### config.mk
export PLATFORM = sky130hd
export DESIGN_NAME = posit_denorm_arbiter
export DESIGN_NICKNAME = d
export VERILOG_FILES = /design/src/rtl/posit_defines.sv /design/src/rtl/pd_control_if.sv /design/src/rtl/posit_denormalize_I.sv /design/src/rtl/rr_arbiter.sv /design/src/rtl/posit_denorm_arbiter.sv
export SDC_FILE = /design/constraint.sdc
export NUM_CORES = 1
export LEC_CHECK = 0
export ABC_AREA = 1
export ABC_CLOCK_PERIOD_IN_PS = 20900
export CAP_MARGIN = 20
export CORE_ASPECT_RATIO = 0.7
export CORE_MARGIN = 3
export CORE_UTILIZATION = 35
export DETAILED_ROUTE_END_ITERATION = 8
export MAX_ROUTING_LAYER = met4
export PLACE_DENSITY = 0.61
export SYNTH_ARGS = -nofsm -noshare
export SYNTH_HDL_FRONTEND = slang
export SYNTH_HIERARCHICAL = 1
export SYNTH_SLANG_ARGS = --single-unit
### constraint.sdc
create_clock -name clk -period 20.9 [get_ports clk]
set_clock_uncertainty 0.2 [all_clocks]
set_input_delay 2.09 -clock clk [delete_from_list [all_inputs] [get_ports clk]]
set_output_delay 2.09 -clock clk [all_outputs]
set_load 0.01 [all_outputs]
### src/rtl/posit_defines.sv
// Shared posit field-width helpers and the registered decode-result record.
package posit_defines;

   typedef enum logic {NORMAL = 1'b0, EXTENDED = 1'b1} pd_mode_e;

   // EXTENDED keeps guard/round/sticky alongside the fraction and one spare scale bit
   function automatic int get_scale_width(input int n, input int es, input pd_mode_e mode);
      return $clog2(n) + es + 1 + ((mode == EXTENDED) ? 1 : 0);
   endfunction

   function automatic int get_fraction_width(input int n, input int es, input pd_mode_e mode);
      return n - es - 3 + ((mode == EXTENDED) ? 3 : 0);
   endfunction

   localparam int PD_N  = 32;
   localparam int PD_ES = 2;
   localparam int PD_SW = get_scale_width(PD_N, PD_ES, NORMAL);
   localparam int PD_FW = get_fraction_width(PD_N, PD_ES, NORMAL);

   typedef struct packed {
      logic                    sign;
      logic                    nar;
      logic                    zero;
      logic signed [PD_SW-1:0] scale;
      logic [PD_FW-1:0]        fraction;
   } pd_fields_t;

endpackage

### src/rtl/pd_control_if.sv
// Connection bundle between a posit word source and the denormalizer.
interface pd_control_if #(
   parameter int N  = 32,
   parameter int ES = 2
);
   localparam int SW = posit_defines::get_scale_width(N, ES, posit_defines::NORMAL);
   localparam int FW = posit_defines::get_fraction_width(N, ES, posit_defines::NORMAL);

   logic [N-1:0]         posit;
   logic                 sign;
   logic                 nar;
   logic                 zero;
   logic signed [SW-1:0] scale;
   logic [FW-1:0]        fraction;

   modport denorm (input posit, output sign, nar, zero, scale, fraction);
   modport user   (output posit, input sign, nar, zero, scale, fraction);
endinterface

### src/rtl/posit_denormalize_I.sv
// Combinational posit decoder: sign/NaR/zero flags, signed scale, left-aligned fraction.
module posit_denormalize_I
   import posit_defines::*;
#(
   parameter int N  = 32,
   parameter int ES = 2
) (
   pd_control_if.denorm ctl
);
   localparam int RW = $clog2(N) + 1;
   localparam int FW = get_fraction_width(N, ES, NORMAL);

   logic [N-1:0]     mag;
   logic             regime_bit;
   logic             run_done;
   logic [RW-1:0]    run_len;
   logic [RW-1:0]    k;
   logic [ES+FW-1:0] tail;

   always_comb begin
      mag        = ctl.posit[N-1] ? -ctl.posit : ctl.posit;
      regime_bit = mag[N-2];
      run_len    = '0;
      run_done   = 1'b0;
      for (int i = N - 2; i >= 0; i--) begin
         if (!run_done && (mag[i] == regime_bit)) run_len = run_len + RW'(1);
         else                                     run_done = 1'b1;
      end
      // The two top magnitude bits are always regime; drop the rest of the run plus terminator
      tail = mag[N-4:0] << (run_len - RW'(1));
      k    = regime_bit ? (run_len - RW'(1)) : -run_len;

      ctl.sign = ctl.posit[N-1];
      ctl.nar  = mag[N-1];
      ctl.zero = ~|ctl.posit;
      if (ctl.nar || ctl.zero) begin
         ctl.scale    = '0;
         ctl.fraction = '0;
      end else begin
         ctl.scale    = $signed({k, tail[ES+FW-1 -: ES]});
         ctl.fraction = tail[FW-1:0];
      end
   end
endmodule

### src/rtl/rr_arbiter.sv
// Round-robin one-hot arbiter; ptr marks the highest-priority position.
module rr_arbiter #(
   parameter int N = 4
) (
   input  logic [N-1:0] req,
   input  logic         en,
   input  logic [N-1:0] ptr,
   output logic [N-1:0] gnt
);
   logic [2*N-1:0] dbl_req;
   logic [2*N-1:0] dbl_gnt;

   // Subtracting the pointer clears the first request at or above it, wrapping via the upper copy
   always_comb begin
      dbl_req = {req, req};
      dbl_gnt = dbl_req & ~(dbl_req - {{N{1'b0}}, ptr});
      gnt     = en ? (dbl_gnt[N-1:0] | dbl_gnt[2*N-1:N]) : '0;
   end
endmodule

### src/rtl/posit_denorm_arbiter.sv
// Round-robin sharing of one posit denormalizer across NUM_REQ producers,
// with a single valid/ready output register carrying the decode and requester ID.
module posit_denorm_arbiter
   import posit_defines::*;
#(
   parameter  int POSIT_WIDTH = 32,
   parameter  int POSIT_ES    = 2,
   parameter  int NUM_REQ     = 4,
   localparam int ID_W        = $clog2(NUM_REQ),
   localparam int SW          = get_scale_width(POSIT_WIDTH, POSIT_ES, NORMAL),
   localparam int FW          = get_fraction_width(POSIT_WIDTH, POSIT_ES, NORMAL)
) (
   input  logic                           clk,
   input  logic                           rst_n,
   input  logic [NUM_REQ-1:0]             req_valid_i,
   input  logic [NUM_REQ*POSIT_WIDTH-1:0] req_posit_i,
   output logic [NUM_REQ-1:0]             req_ready_o,
   output logic                           out_valid_o,
   input  logic                           out_ready_i,
   output logic [ID_W-1:0]                out_id_o,
   output logic                           out_sign_o,
   output logic                           out_nar_o,
   output logic                           out_zero_o,
   output logic signed [SW-1:0]           out_scale_o,
   output logic [FW-1:0]                  out_fraction_o,
   output logic [31:0]                    busy_cnt_o
);
   logic                   out_valid_q, out_valid_d;
   logic [ID_W-1:0]        out_id_q, out_id_d;
   pd_fields_t             fields_q, fields_d;
   logic [NUM_REQ-1:0]     last_grant_q, last_grant_d;
   logic [31:0]            busy_cnt_q, busy_cnt_d;

   logic                   slot_free;
   logic                   accept;
   logic [NUM_REQ-1:0]     gnt;
   logic [ID_W-1:0]        gnt_id;
   logic [POSIT_WIDTH-1:0] posit_sel;

   assign slot_free = !out_valid_q || out_ready_i;

   rr_arbiter #(.N(NUM_REQ)) u_arb (
      .req (req_valid_i),
      .en  (slot_free),
      .ptr ({last_grant_q[NUM_REQ-2:0], last_grant_q[NUM_REQ-1]}),
      .gnt (gnt)
   );

   assign accept      = |gnt;
   assign req_ready_o = gnt;

   always_comb begin
      posit_sel = '0;
      gnt_id    = '0;
      for (int r = 0; r < NUM_REQ; r++) begin
         posit_sel = posit_sel | ({POSIT_WIDTH{gnt[r]}} & req_posit_i[r*POSIT_WIDTH +: POSIT_WIDTH]);
         if (gnt[r]) gnt_id = ID_W'(r);
      end
   end

   pd_control_if #(.N(POSIT_WIDTH), .ES(POSIT_ES)) pd_if ();
   assign pd_if.posit = posit_sel;

   posit_denormalize_I #(.N(POSIT_WIDTH), .ES(POSIT_ES)) u_denorm (
      .ctl (pd_if)
   );

   always_comb begin
      out_valid_d  = out_valid_q;
      out_id_d     = out_id_q;
      fields_d     = fields_q;
      last_grant_d = last_grant_q;
      busy_cnt_d   = busy_cnt_q;
      if (accept) begin
         out_valid_d  = 1'b1;
         out_id_d     = gnt_id;
         fields_d     = '{sign: pd_if.sign, nar: pd_if.nar, zero: pd_if.zero,
                          scale: pd_if.scale, fraction: pd_if.fraction};
         last_grant_d = gnt;
         busy_cnt_d   = busy_cnt_q + 32'd1;
      end else if (out_ready_i) begin
         out_valid_d = 1'b0;
      end
   end

   always_ff @(posedge clk or negedge rst_n) begin
      if (!rst_n) begin
         out_valid_q  <= 1'b0;
         out_id_q     <= '0;
         fields_q     <= '0;
         last_grant_q <= {1'b1, {(NUM_REQ-1){1'b0}}};
         busy_cnt_q   <= '0;
      end else begin
         out_valid_q  <= out_valid_d;
         out_id_q     <= out_id_d;
         fields_q     <= fields_d;
         last_grant_q <= last_grant_d;
         busy_cnt_q   <= busy_cnt_d;
      end
   end

   assign out_valid_o    = out_valid_q;
   assign out_id_o       = out_id_q;
   assign out_sign_o     = fields_q.sign;
   assign out_nar_o      = fields_q.nar;
   assign out_zero_o     = fields_q.zero;
   assign out_scale_o    = fields_q.scale;
   assign out_fraction_o = fields_q.fraction;
   assign busy_cnt_o     = busy_cnt_q;
endmodule

; ---- Word level (Yosys, flattened, before mapping)
; Cells that the tools add are included.
[op_classes]
addsub = 34
n_eq_ne = 30
shifts = 1
n_mux = 69
bitwise_logic = 10
n_reduce_logical = 64
[op_table]
columns = op, count
row1 = $mux 6, 30
row2 = $add 6x1->6 const B, 29
row3 = $and 32x32->32, 4
row4 = $or 32x32->32, 3
row5 = $add 32x1->32 const B, 1
row6 = $mux 1, 32
row7 = $mux 32, 1
row8 = $neg 32->32, 1
row9 = $reduce_or 32->1, 1
row10 = $eq 1x1->1, 30
row11 = $logic_not 1->1, 30
row12 = $logic_and 1x1->1, 29
row13 = $shl 29x6->29, 1
row14 = $mux 27, 1
row15 = $and 8x8->8, 1
row16 = $mux 8, 1
row17 = $not 8->8, 1
row18 = $sub 8x4->8, 1
row19 = $mux 2, 3
row20 = $neg 6->6, 1
row21 = $sub 6x1->6 const B, 1
row22 = $mux 4, 1
row23 = $or 4x4->4, 1
row24 = $reduce_or 4->1, 1
row25 = other kinds (2), 3
[word_totals]
ff_bits = 77
inputBits = 135
output_inout_bits = 77
word_cells = 217

; ---- Longest topological paths before layout
; Gate-level depths: netlist of run 1.
[depth]
word_depth = 101
ltp_mapped = 129
ltp_nobuf = 126

; ---- Hierarchy
; Netlist of run 1, hierarchy kept.
[modules_own_cells]
columns = mod, instances, cells_per_inst, area_per_inst_um2, seq_area_each_um2
row1 = posit_denormalize_I, 1, 1241, 6328.6, 0.0
row2 = posit_denorm_arbiter, 1, 592, 4229.1, 1928.1
row3 = rr_arbiter, 1, 47, 241.5, 0.0

; ---- Worst setup path after synthesis of run 1
; No wires, ideal clock.
[synth_path]
path_type = input port to flip-flop
start = input port req_valid_i[0]
end = register fields_q, in the netlist out_scale_o[1]
setup_ns = 0.065
arrival_time_ns = 18.586
required_time_ns = 20.635
slack_ns = 2.049
cell_stages = 124
n_path_buf = 5
path_cell_list = inv_2 -> nand2_4 -> fa_1 -> nand2_1 -> inv_1 -> o21ai_1 -> a21oi_1 -> nor2_1 -> buf_2 -> clkbuf_1 -> nand2_1 -> nand4_1 -> inv_2 -> ha_1 -> nand3_1 -> nand2_1 -> o21ai_2 -> nor2_4 -> [88 not listed] -> or2_1 -> nand3_1 -> nand2_1 -> ha_1 -> or2_1 -> nand2_1 -> ha_1 -> clkbuf_4 -> buf_2 -> a31oi_1 -> nand3_1 -> nand3_1 -> nand2_1 -> nand2_1 -> nand2_1 -> nor2_1 -> nand2_1 -> nand2_1
[synth_via]
elab_chain_len = 101
word_cells_on_any_way = 196
cone_classes = 32 x add/sub / 30 x eq/ne / 1 x shift / 62 x mux / 10 x bitwise / 61 x reduce/logical
[synth_rtl]
columns = element, line_no
row1 = start: declaration, posit_denorm_arbiter.sv:15  ; input logic [NUM_REQ-1:0] req_valid_i,
row2 = $sub 8x4->8, rr_arbiter.sv:16  ; dbl_gnt = dbl_req & ~(dbl_req - {{N{1'b0}}, ptr});
row3 = $not 8->8, rr_arbiter.sv:16
row4 = $and 8x8->8 (*), rr_arbiter.sv:16
row5 = $or 4x4->4 (*), rr_arbiter.sv:17  ; gnt = en ? (dbl_gnt[N-1:0] | dbl_gnt[2*N-1:N]) : '0;
row6 = $mux 4 (*), rr_arbiter.sv:17
row7 = via req_ready_o[0], posit_denorm_arbiter.sv:17  ; output logic [NUM_REQ-1:0] req_ready_o,
row8 = $and 32x32->32 (*), posit_denorm_arbiter.sv:56  ; posit_sel = posit_sel | ({POSIT_WIDTH{gnt[r]}} & req_posit_i[r*POSIT_WIDTH +: POSIT_WIDTH]);
row9 = $or 32x32->32 (*) (3 in series), posit_denorm_arbiter.sv:56
row10 = via pd_if.posit[0], pd_control_if.sv:9  ; logic [N-1:0] posit;
row11 = "parallel branches: the longest is 91 deep, another holds $neg 32->32", n/a
row12 = $mux 8 (*), posit_denormalize_I.sv:36  ; if (ctl.nar || ctl.zero) begin
row13 = via pd_if.scale[1], pd_control_if.sv:13  ; logic signed [SW-1:0] scale;
row14 = end signal: assignment, posit_denorm_arbiter.sv:96  ; fields_q <= fields_d;
row15 = end: declaration, posit_denorm_arbiter.sv:30  ; pd_fields_t fields_q, fields_d;
; Mark *: on every way through the listed nets, which the timed path passes.
; A chain may end at the register's enable or synchronous reset.

; ---- Final worst setup path of run 1
[layout_path]
start = input port req_valid_i[0]
end = register fields_q, in the netlist out_fraction_o[21]
[layout_via]
elab_chain_len = 101
word_cells_on_any_way = 196
cone_classes = 32 x add/sub / 30 x eq/ne / 1 x shift / 62 x mux / 10 x bitwise / 61 x reduce/logical
[layout_rtl]
columns = element, line_no
row1 = $sub 8x4->8, rr_arbiter.sv:16
row2 = $not 8->8, rr_arbiter.sv:16
row3 = $and 8x8->8 (*), rr_arbiter.sv:16
row4 = $or 4x4->4 (*), rr_arbiter.sv:17
row5 = $mux 4 (*), rr_arbiter.sv:17
row6 = $and 32x32->32, posit_denorm_arbiter.sv:56
row7 = $or 32x32->32 (2 in series), posit_denorm_arbiter.sv:56
row8 = $or 32x32->32 (*), posit_denorm_arbiter.sv:56
row9 = via pd_if.posit[12], pd_control_if.sv:9
row10 = "parallel branches: the longest is 91 deep, another holds $neg 32->32", n/a
row11 = $mux 27 (*), posit_denormalize_I.sv:36
row12 = via pd_if.fraction[21], pd_control_if.sv:14  ; logic [FW-1:0] fraction;
; Marked as above.

==> reports/metrics.csv, run 1 <==
metric,value,unit
r2r_start,last_grant_q[3]$_DFFE_PN1P_,
critPathLaunchType,input pin,
start_util,0.358,
track_usage,0.233,
cp_max_fo,28,
place_congestion,0.959,
cp_common_cell,nand2_1,
cp-end-kind,flop,
synth_common_cells,"nand2_1, nand3_1, inv_1, nor2_1, dfrtp_1",
grt_pass1_vias,11300,
place.port_buffers,211,
final_layout_size_suffix_gt1_frac,0.129,
ys_warn_count,6,
via_count,12500,
hold_depth,2,
setup_viol,0,
crit_arrival,19.59,ns
yosys.area_share.simple,0.552,
clk_pin_slew,0.06,ns
place_inst,2456,
netlist.area_leader.share,0.264,
cts_inserted_buffers,9,
synth_edf_count,0,
endpoint,out_fraction_o[21]$_DFFE_PN0P_,
die_w,216,microns
syn_to_final_growth,31.1,%
initialDrtViolationCount,1062,
status,"finished, final reports clean",
drc,0,
cpPeakStageDelay,0.39,ns
cp-startpoint,req_valid_i[0],
post-route-min-period,19.52,ns
synth_mux_area_frac,0.00371,
routed_via_density,4.97,
yosys_register_bits,77,
grt_overflow,0,
num_rows,53,
die_area,33000,sq um
final_cells,2518,
max_cap_viol_count,0,
timing.fmax,0.0512,GHz
hold_path_class,flop to flop,
crit_required,20.97,ns
ys_seq_area_frac,0.179,
synth_area_leaders,"nand2_1, dfrtp_1, nand3_1",
dr.pass1.iters,5,
fin_area,14200,sq um
io_pins,212,
reg2regPathDepth,120,
max_slew.worst_pin.slew,0.835,ns
die_h,153,microns
dpl.hpwl,31400,microns
max_slew_margin,0.441,
hold_viol_final,0,
cts_tree,yes,
synthArstFlopShare,1.00,
postCtsHoldBufs,0,
synthXorXnorAreaFrac,0.0503,
grt_max_degree,78,
syn-cell-area,10800,sq um
wl_per_cell,15.7,microns
synth_top_family_by_area,simple AND/OR/NAND/NOR gates,
cts_sinks,77,
synth.most_common_cell,nand2_1,
reg2reg_to,out_fraction_o[21]$_DFFE_PN0P_,
cts_max_level,3,
slowest_stage,fa_1,
nNetsFinal,2265,
wirelength,39500,microns
r2r_setup_slack,2.85,ns
syn_area_per_cell,5.74,sq um
synth_adder_area_share,0.0389,
cts_buffer_depth,2,
synth_top_flop_cell,dfrtp_1,
coreArea,30200,sq um
ant_nets,0,
yosysTopAreaCell,nand2_1,
criticalPathCategory,input pin to flop,
synth_cell_type_count,50,
grt_pass1_wl,61500,microns
report.final.slew_viol_count,0,
placed_area,13200,sq um
synthCells,1880,
clock-root-buffer,clkbuf_16,
antenna_found_initial,4,
finalCritPeriodShare,0.934,
setup-tns-final,0,ns
synth_fp_nets,2048,
clk_latency,0.34,ns
synth_compound_area_frac,0.0505,
-- cell type report --
type                    instances  area [sq um]
diodes                          4          10.0
repair inverters                1          7.51
fillers                      3132         16000
clock inverters                 5          83.8
repair buffers                267          2700
clock buffers                  11           233
inverters                     237           918
well taps                     412           515
multi-input cells            1504          7760
flip-flops and latches         77          1930
-- metal layers --
layer	track usage	up-vias	part of all wire
met2	0.334	394	0.41
met5	-	-	0
met3	0.0543	18	0.083
met1	0.341	5724	0.50
met4	0.0325	0	0.0080
li1	-	6379	-
-- registers in the layout, summed over array words and instances, names as in the netlist --
register,cells
busy_cnt_o,32
out_scale_o,8
out_id_o,2
out_sign_o,1
out_fraction_o,27
out_valid_o,1
out_zero_o,1
last_grant_q,4
out_nar_o,1
-- cell usage in the layout, fill, tap and decap left out, types with 5 or more instances in the layout --
| cell | synthesis | final |
|---|---|---|
| nor3_1 | 9 | 7 |
| xor2_1 | 53 | 52 |
| o21ai_2 | 1 | 7 |
| nor2_4 | 25 | 27 |
| nor2_1 | 153 | 135 |
| inv_1 | 198 | 195 |
| inv_2 | 25 | 25 |
| a21oi_1 | 14 | 12 |
| ha_1 | 32 | 29 |
| dfrtp_1 | 76 | 76 |
| clkdlybuf4s50_1 | 0 | 206 |
| nand3_4 | 4 | 5 |
| clkinv_1 | 5 | 5 |
| buf_12 | 1 | 8 |
| nor2_2 | 11 | 27 |
| clkinvlp_4 | 0 | 5 |
| inv_4 | 6 | 7 |
| nand2_4 | 10 | 14 |
| o21ai_1 | 23 | 21 |
| buf_4 | 22 | 43 |
| nand3b_1 | 10 | 10 |
| nand3_1 | 207 | 206 |
| nand2_2 | 31 | 36 |
| o21ai_0 | 34 | 29 |
| a21oi_4 | 5 | 7 |
| nand4_1 | 63 | 63 |
| nand2_1 | 760 | 751 |
| or2_2 | 8 | 8 |
| nand3_2 | 13 | 14 |
| xnor2_1 | 9 | 9 |
| clkbuf_16 | 0 | 11 |
-- critical path: cells and delay by family --
family	cells	cell delay, ns
buffers and inverters	21	1.59
AO/OA/AOI/OAI	6	0.86
adder cells (fa/ha/maj)	26	7.40
AND/OR/NAND/NOR	69	7.58
-- kinds of logic after synthesis --
logic type | count (synthesis)
AND/OR/NAND/NOR | 1313
buffers and inverters | 300
AO/OA/AOI/OAI | 91
flip-flops | 77
XOR/XNOR | 62
adder cells (fa/ha/maj) | 33
multiplexers | 4
-- what timing repair did --
action                                  CTS  global route
pin swaps                                 0            28
resized for setup                         1            73
endpoints found under the setup margin    3            34
setup buffers                             0            37
gates cloned                              0             4
-- worst min-delay path by stage --
stage	startpoint	endpoint	slack, ns
final	out_fraction_o[14]$_DFFE_PN0P_	out_fraction_o[14]$_DFFE_PN0P_	0.27
after CTS	out_fraction_o[13]$_DFFE_PN0P_	out_fraction_o[13]$_DFFE_PN0P_	0.27
after floorplan	last_grant_q[1]$_DFFE_PN0P_	last_grant_q[1]$_DFFE_PN0P_	0.24
after detailed placement	out_fraction_o[13]$_DFFE_PN0P_	out_fraction_o[13]$_DFFE_PN0P_	0.26
after global placement	out_fraction_o[17]$_DFFE_PN0P_	out_fraction_o[17]$_DFFE_PN0P_	0.26
after global routing	out_fraction_o[22]$_DFFE_PN0P_	out_fraction_o[22]$_DFFE_PN0P_	0.29
-- through the flow --
step           hold slack (ns)  setup WS [ns]  utilization
2_1_floorplan            0.242           2.05            -
3_3_place_gp             0.257         0.0263        0.436
3_5_place_dp             0.258         -0.356        0.436
4_1_cts                  0.273         0.0630        0.447
5_1_grt                  0.293        -0.0782        0.469
6_report                 0.270           1.38        0.469
Power of run 1 is left out: the tool's default activity adds up to more than one toggle a clock period on the data nets, which glitch-free logic cannot reach.
==> run 2, diff against run 1 <==
Settings changed: ABC_CLOCK_PERIOD_IN_PS 20900 to 18250, RECOVER_POWER set to 100.
Clock period 20.9 ns to 18.25 ns, I/O delays scaled along.
==> run 2 against run 1 <==
The run now ends with capacitance limit, slew limit left; cell area increased by 12%; via count increased by 5.1%; critical path depth rose by 3; routed wire length up 3.7%; count of clock-buffer cells in the layout up 1; critical path type unchanged.
==> reports/metrics.csv, run 2 (same netlist as run 1, synthesis figures left out) <==
metric,value,unit
grt_pass1_vias,11900,
status,finished with violations,
start_util,0.358,
final_layout_size_suffix_gt1_frac,0.219,
cts_inserted_buffers,9,
coreArea,30200,sq um
ant_nets,0,
place.port_buffers,211,
grt_pass1_wl,63400,microns
track_usage,0.241,
place_inst,2628,
syn_to_final_growth,46.9,%
max_slew_margin,-1.50,
dpl.hpwl,32200,microns
final_cells,2684,
clk_latency,0.34,ns
finalCritPeriodShare,0.968,
criticalPathCategory,input pin to flop,
report.final.slew_viol_count,70,
post-route-min-period,17.66,ns
io_pins,212,
die_h,153,microns
drc,0,
max_slew.worst_pin.slew,3.75,ns
cts_buffer_depth,2,
largest_reg_flops,32,
cts_max_level,3,
clock-root-buffer,clkbuf_16,
setup_viol,0,
cts_tree,yes,
die_area,33000,sq um
antenna_found_initial,2,
layout.cells.most_common,nand2_1,
clk_pin_slew,0.06,ns
postCtsHoldBufs,0,
hold_viol_final,0,
initialDrtViolationCount,1107,
cpPeakStageDelay,0.37,ns
timing.fmax,0.0566,GHz
layout_common_cells,"nand2_1, nand3_1, buf_4",
num_rows,53,
wl_per_cell,15.2,microns
max_cap_viol_count,1,
nNetsFinal,2433,
cts_sinks,77,
place_congestion,0.967,
slowest_stage,fa_2,
failed_checks,"capacitance limit, slew limit",
cp_max_fo,7,
grt_max_degree,78,
hold_path_class,flop to flop,
die_w,216,microns
wirelength,40900,microns
cp-end-kind,flop,
crit_required,18.32,ns
critPathLaunchType,input pin,
grt_overflow,0,
cp_common_cell,nand2_2,
via_count,13100,
dr.pass1.iters,5,
crit_arrival,17.74,ns
routed_via_density,4.90,
==> run 2: cell count changes in the layout (fill, tap and decap cells not counted), moves of 9 or more <==
cell             previous run  this run
buf_4                      43       197
clkdlybuf4s50_1           206       133
dlygate4sd3_1               0        73
nand2_1                   751       722
nand2_2                    36        65
ha_1                       29        17
ha_4                        3        14
buf_12                      8        17
==> run 2: per-stage QoR <==
step / hold slack, ns / setup TNS (ns) / cell area, sq um / utilization / setup WS [ns]
floorplan: 0.242 / 0 / 10900 / - / 0.00911
global placement: 0.255 / -30.32 / 14600 / 0.485 / -1.11
detailed placement: 0.257 / -51.32 / 14600 / 0.485 / -1.76
CTS: 0.272 / -26.51 / 15100 / 0.502 / -0.979
global route: 0.289 / -5.20 / 15900 / 0.526 / -0.270
finish: 0.265 / 0 / 15900 / 0.526 / 0.587
==> run 2: layer usage <==
| layer | up-vias | GRT usage | wire length (microns) |
|---|---|---|---|
| li1 | 6688 | - | - |
| met5 | - | - | 0 |
| met4 | 0 | 0.0275 | 361 |
| met2 | 403 | 0.349 | 17100 |
| met1 | 6029 | 0.358 | 20200 |
| met3 | 28 | 0.0439 | 3200 |
==> run 2: final cells by class <==
cell class	count	area, sq um
Timing Repair Buffer	437	4100
Clock buffer	12	246
Clock inverter	4	95.1
Tap cell	412	515
Multi-Input combinational cell	1503	8050
Fill cell	3000	14300
Sequential cell	77	1930
Antenna cell	2	5.00
Inverter	237	918
==> run 2: worst paths after layout <==
path | from | to | slack (ns) | cells after the start
min in group asynchronous | rst_n | busy_cnt_o[2]$_DFFE_PN0P_ | 1.21 | 1
min | out_zero_o$_DFFE_PN0P_ | out_zero_o$_DFFE_PN0P_ | 0.26 | 2
max reg2reg | last_grant_q[3]$_DFFE_PN1P_ | out_fraction_o[18]$_DFFE_PN0P_ | 1.65 | 123
max in group asynchronous | rst_n | out_scale_o[6]$_DFFE_PN0P_ | 12.72 | 2
max | req_valid_i[0] | out_fraction_o[18]$_DFFE_PN0P_ | 0.59 | 125
min reg2reg | out_zero_o$_DFFE_PN0P_ | out_zero_o$_DFFE_PN0P_ | 0.26 | 2
==> run 2: repair_timing <==
action                     in CTS  in global routing
pin swaps                      11                 80
buffers inserted                7                 25
cloned                          0                  5
setup endpoints to repair      34                 34
gates resized for setup        32                113
==> run 2: worst max-delay path: cells and delay by family <==
family                   cells  cell delay (ns)
AND/OR/NAND/NOR             67             6.20
adder cells (fa/ha/maj)     26             6.71
AO/OA/AOI/OAI                8             1.27
buffers and inverters       24             1.67
Power of run 2 is left out for the same reason.
==> run 3, diff against run 2 <==
Settings changed: CELL_PAD_IN_SITES_DETAIL_PLACEMENT set to 2, CELL_PAD_IN_SITES_GLOBAL_PLACEMENT set to 2, CORE_UTILIZATION 35 to 27, PLACE_DENSITY 0.61 to 0.85, SYNTH_HIERARCHICAL 1 to not set.
==> run 3 against run 2 <==
The run ends with capacitance limit, slew limit, setup timing left; critical path depth unchanged; first-iteration DRC count up 52%; worst hold slack better by 0.058 ns; sequential share of layout area down 1.7 points; critical path type unchanged; register-to-register slack worse by 3.1 ns; sequential cell count unchanged.
==> reports/metrics.csv, run 3 <==
metric,value,unit
timing.fmax,0.0484,GHz
synth_common_cells,"nand2_1, nand3_1, inv_1, nor2_1, dfrtp_1",
initialDrtViolationCount,1684,
hold_path_class,flop to flop,
wirelength,99400,microns
nNetsFinal,2431,
syn_area_per_cell,5.77,sq um
grt_util_met3,0.0805,
ys_warn_count,0,
synth_mux_area_frac,0.00192,
yosysTopAreaCell,nand2_1,
critPathTopFamily,simple AND/OR/NAND/NOR gates,
grt_max_degree,68,
cts_inserted_buffers,9,
layout.cells.most_common,nand2_1,
yosys_register_bits,77,
grt_overflow,0,
cp_max_fo,14,
ys_seq_area_frac,0.185,
final_layout_size_suffix_gt1_frac,0.374,
cts_sinks,77,
wl_per_cell,36.0,microns
synth_adder_area_share,0.0391,
max_cap_viol_count,1,
cp-end-kind,flop,
die_h,170,microns
dpl_worst_slack,-2.70,ns
crit_arrival,20.75,ns
synthXorXnorAreaFrac,0.0645,
synth_top_family_by_area,simple AND/OR/NAND/NOR gates,
syn-cell-area,10400,sq um
synth_top_flop_cell,dfrtp_1,
failed_checks,"capacitance limit, slew limit, setup timing",
clk_pin_slew,0.07,ns
antenna_found_initial,2,
synth_fp_nets,1977,
drc,0,
start_util,0.277,
finalCritPeriodShare,1.13,
clk_latency,0.39,ns
layout_common_cells,"nand2_1, nand3_1, buf_4",
use_met1,0.400,
synth_cell_type_count,55,
syn_to_final_growth,76.9,%
cp_common_cell,ha_4,
setup-tns-final,-68.69,ns
critPathLaunchType,input pin,
die_w,241,microns
dpl.hpwl,46300,microns
slowest_stage,fa_2,
setup_viol,34,
synth.most_common_cell,nand2_1,
largest_reg_flops,32,
grt_pass1_vias,18400,
post-route-min-period,20.65,ns
holdWs,0.322,ns
synth_edf_count,0,
ant_nets,0,
synthCells,1810,
synth_compound_area_frac,0.0635,
criticalPathCategory,input pin to flop,
routed_via_density,6.24,
report.final.slew_viol_count,68,
clock-root-buffer,clkbuf_16,
num_rows,59,
grt_pass1_wl,119000,microns
place_congestion,0.934,
max_slew_margin,-2.01,
max_slew.worst_pin.slew,4.51,ns
cts_buffer_depth,2,
rsz0062_at_grt,true,
place.port_buffers,211,
path_buf_inv,25,
grt-busiest-layer,met2,
fin_area,18500,sq um
cts_max_level,3,
coreArea,37600,sq um
hold_viol_final,0,
die_area,41100,sq um
synthArstFlopShare,1.00,
synth_area_leaders,"nand2_1, dfrtp_1, nand3_1",
cpPeakStageDelay,0.44,ns
dr.pass1.iters,5,
setup_ws,-2.40,ns
status,finished with violations,
cts_tree,yes,
io_pins,212,
netlist.area_leader.share,0.212,
placed_area,14700,sq um
crit_required,18.35,ns
yosys.area_share.simple,0.517,
track_usage,0.399,
met2_usage,0.697,
via_count,17200,
-- run 3: cell types whose count changed after synthesis, sizes merged, moves of 8 or more --
cell | previous run | this run
nand2 | 801 | 615
nand3 | 224 | 354
nand4 | 63 | 18
nor2 | 190 | 153
inv | 229 | 257
o21ai | 58 | 81
buf | 54 | 46
clkbuf | 9 | 17
nor3 | 9 | 17
xor2 | 53 | 61
-- run 3: final cells by class --
type                            count  area [sq um]
Fill cell                        4258         19200
Multi-Input combinational cell   1408          9570
Timing Repair Buffer              506          5000
Sequential cell                    77          1930
Inverter                          262          1060
Tap cell                          488           611
Clock buffer                       11           233
Clock inverter                      5          58.8
Antenna cell                        2          5.00
-- run 3: path summary, 6_finish.rpt --
| check | from | to | slack [ns] | depth (start not counted) |
|---|---|---|---|---|
| max in group asynchronous | rst_n | busy_cnt_o[11]$_DFFE_PN0P_ | 11.80 | 2 |
| max reg2reg | last_grant_q[3]$_DFFE_PN1P_ | out_fraction_o[22]$_DFFE_PN0P_ | -1.42 | 123 |
| min | out_fraction_o[0]$_DFFE_PN0P_ | out_fraction_o[0]$_DFFE_PN0P_ | 0.32 | 2 |
| min reg2reg | out_fraction_o[0]$_DFFE_PN0P_ | out_fraction_o[0]$_DFFE_PN0P_ | 0.32 | 2 |
| max | req_valid_i[0] | out_fraction_o[22]$_DFFE_PN0P_ | -2.40 | 125 |
| min in group asynchronous | rst_n | out_fraction_o[14]$_DFFE_PN0P_ | 1.30 | 1 |
-- run 3: cell families (layout without fill, tap and decap cells) --
logic type	count (synthesis)	after routing
AND/OR/NAND/NOR	1188	1188
buffers and inverters	325	784
AO/OA/AOI/OAI	110	110
flip-flops	77	77
XOR/XNOR	76	76
adder cells (fa/ha/maj)	32	32
multiplexers	2	2
other	0	2
-- run 3: layer usage --
layer | vias up | share of wire
li1 | 6655 | -
met1 | 8482 | 0.34
met2 | 1355 | 0.46
met3 | 711 | 0.089
met4 | 0 | 0.11
met5 | - | 0
-- run 3: metrics by stage --
step,std cells,utilization
after floorplan,1810,-
after global placement,2656,0.390
after detailed placement,2656,0.390
after CTS,2727,0.444
after global routing,2759,0.490
final,2759,0.490
-- run 3: timing repair --
action / CTS / global route
setup buffers: 46 / 23
setup endpoints to repair: 34 / 34
cloned: 9 / 8
hold buffers: 0 / 0
pin swaps: 140 / 148
resized for setup: 323 / 322
-- run 3: tightest hold or removal path: stages (launching register included) --
cell     delay (ns)
dfrtp_1        0.36
nand2_1        0.07
nand2_2        0.06
Power of run 3 is left out for the same reason.
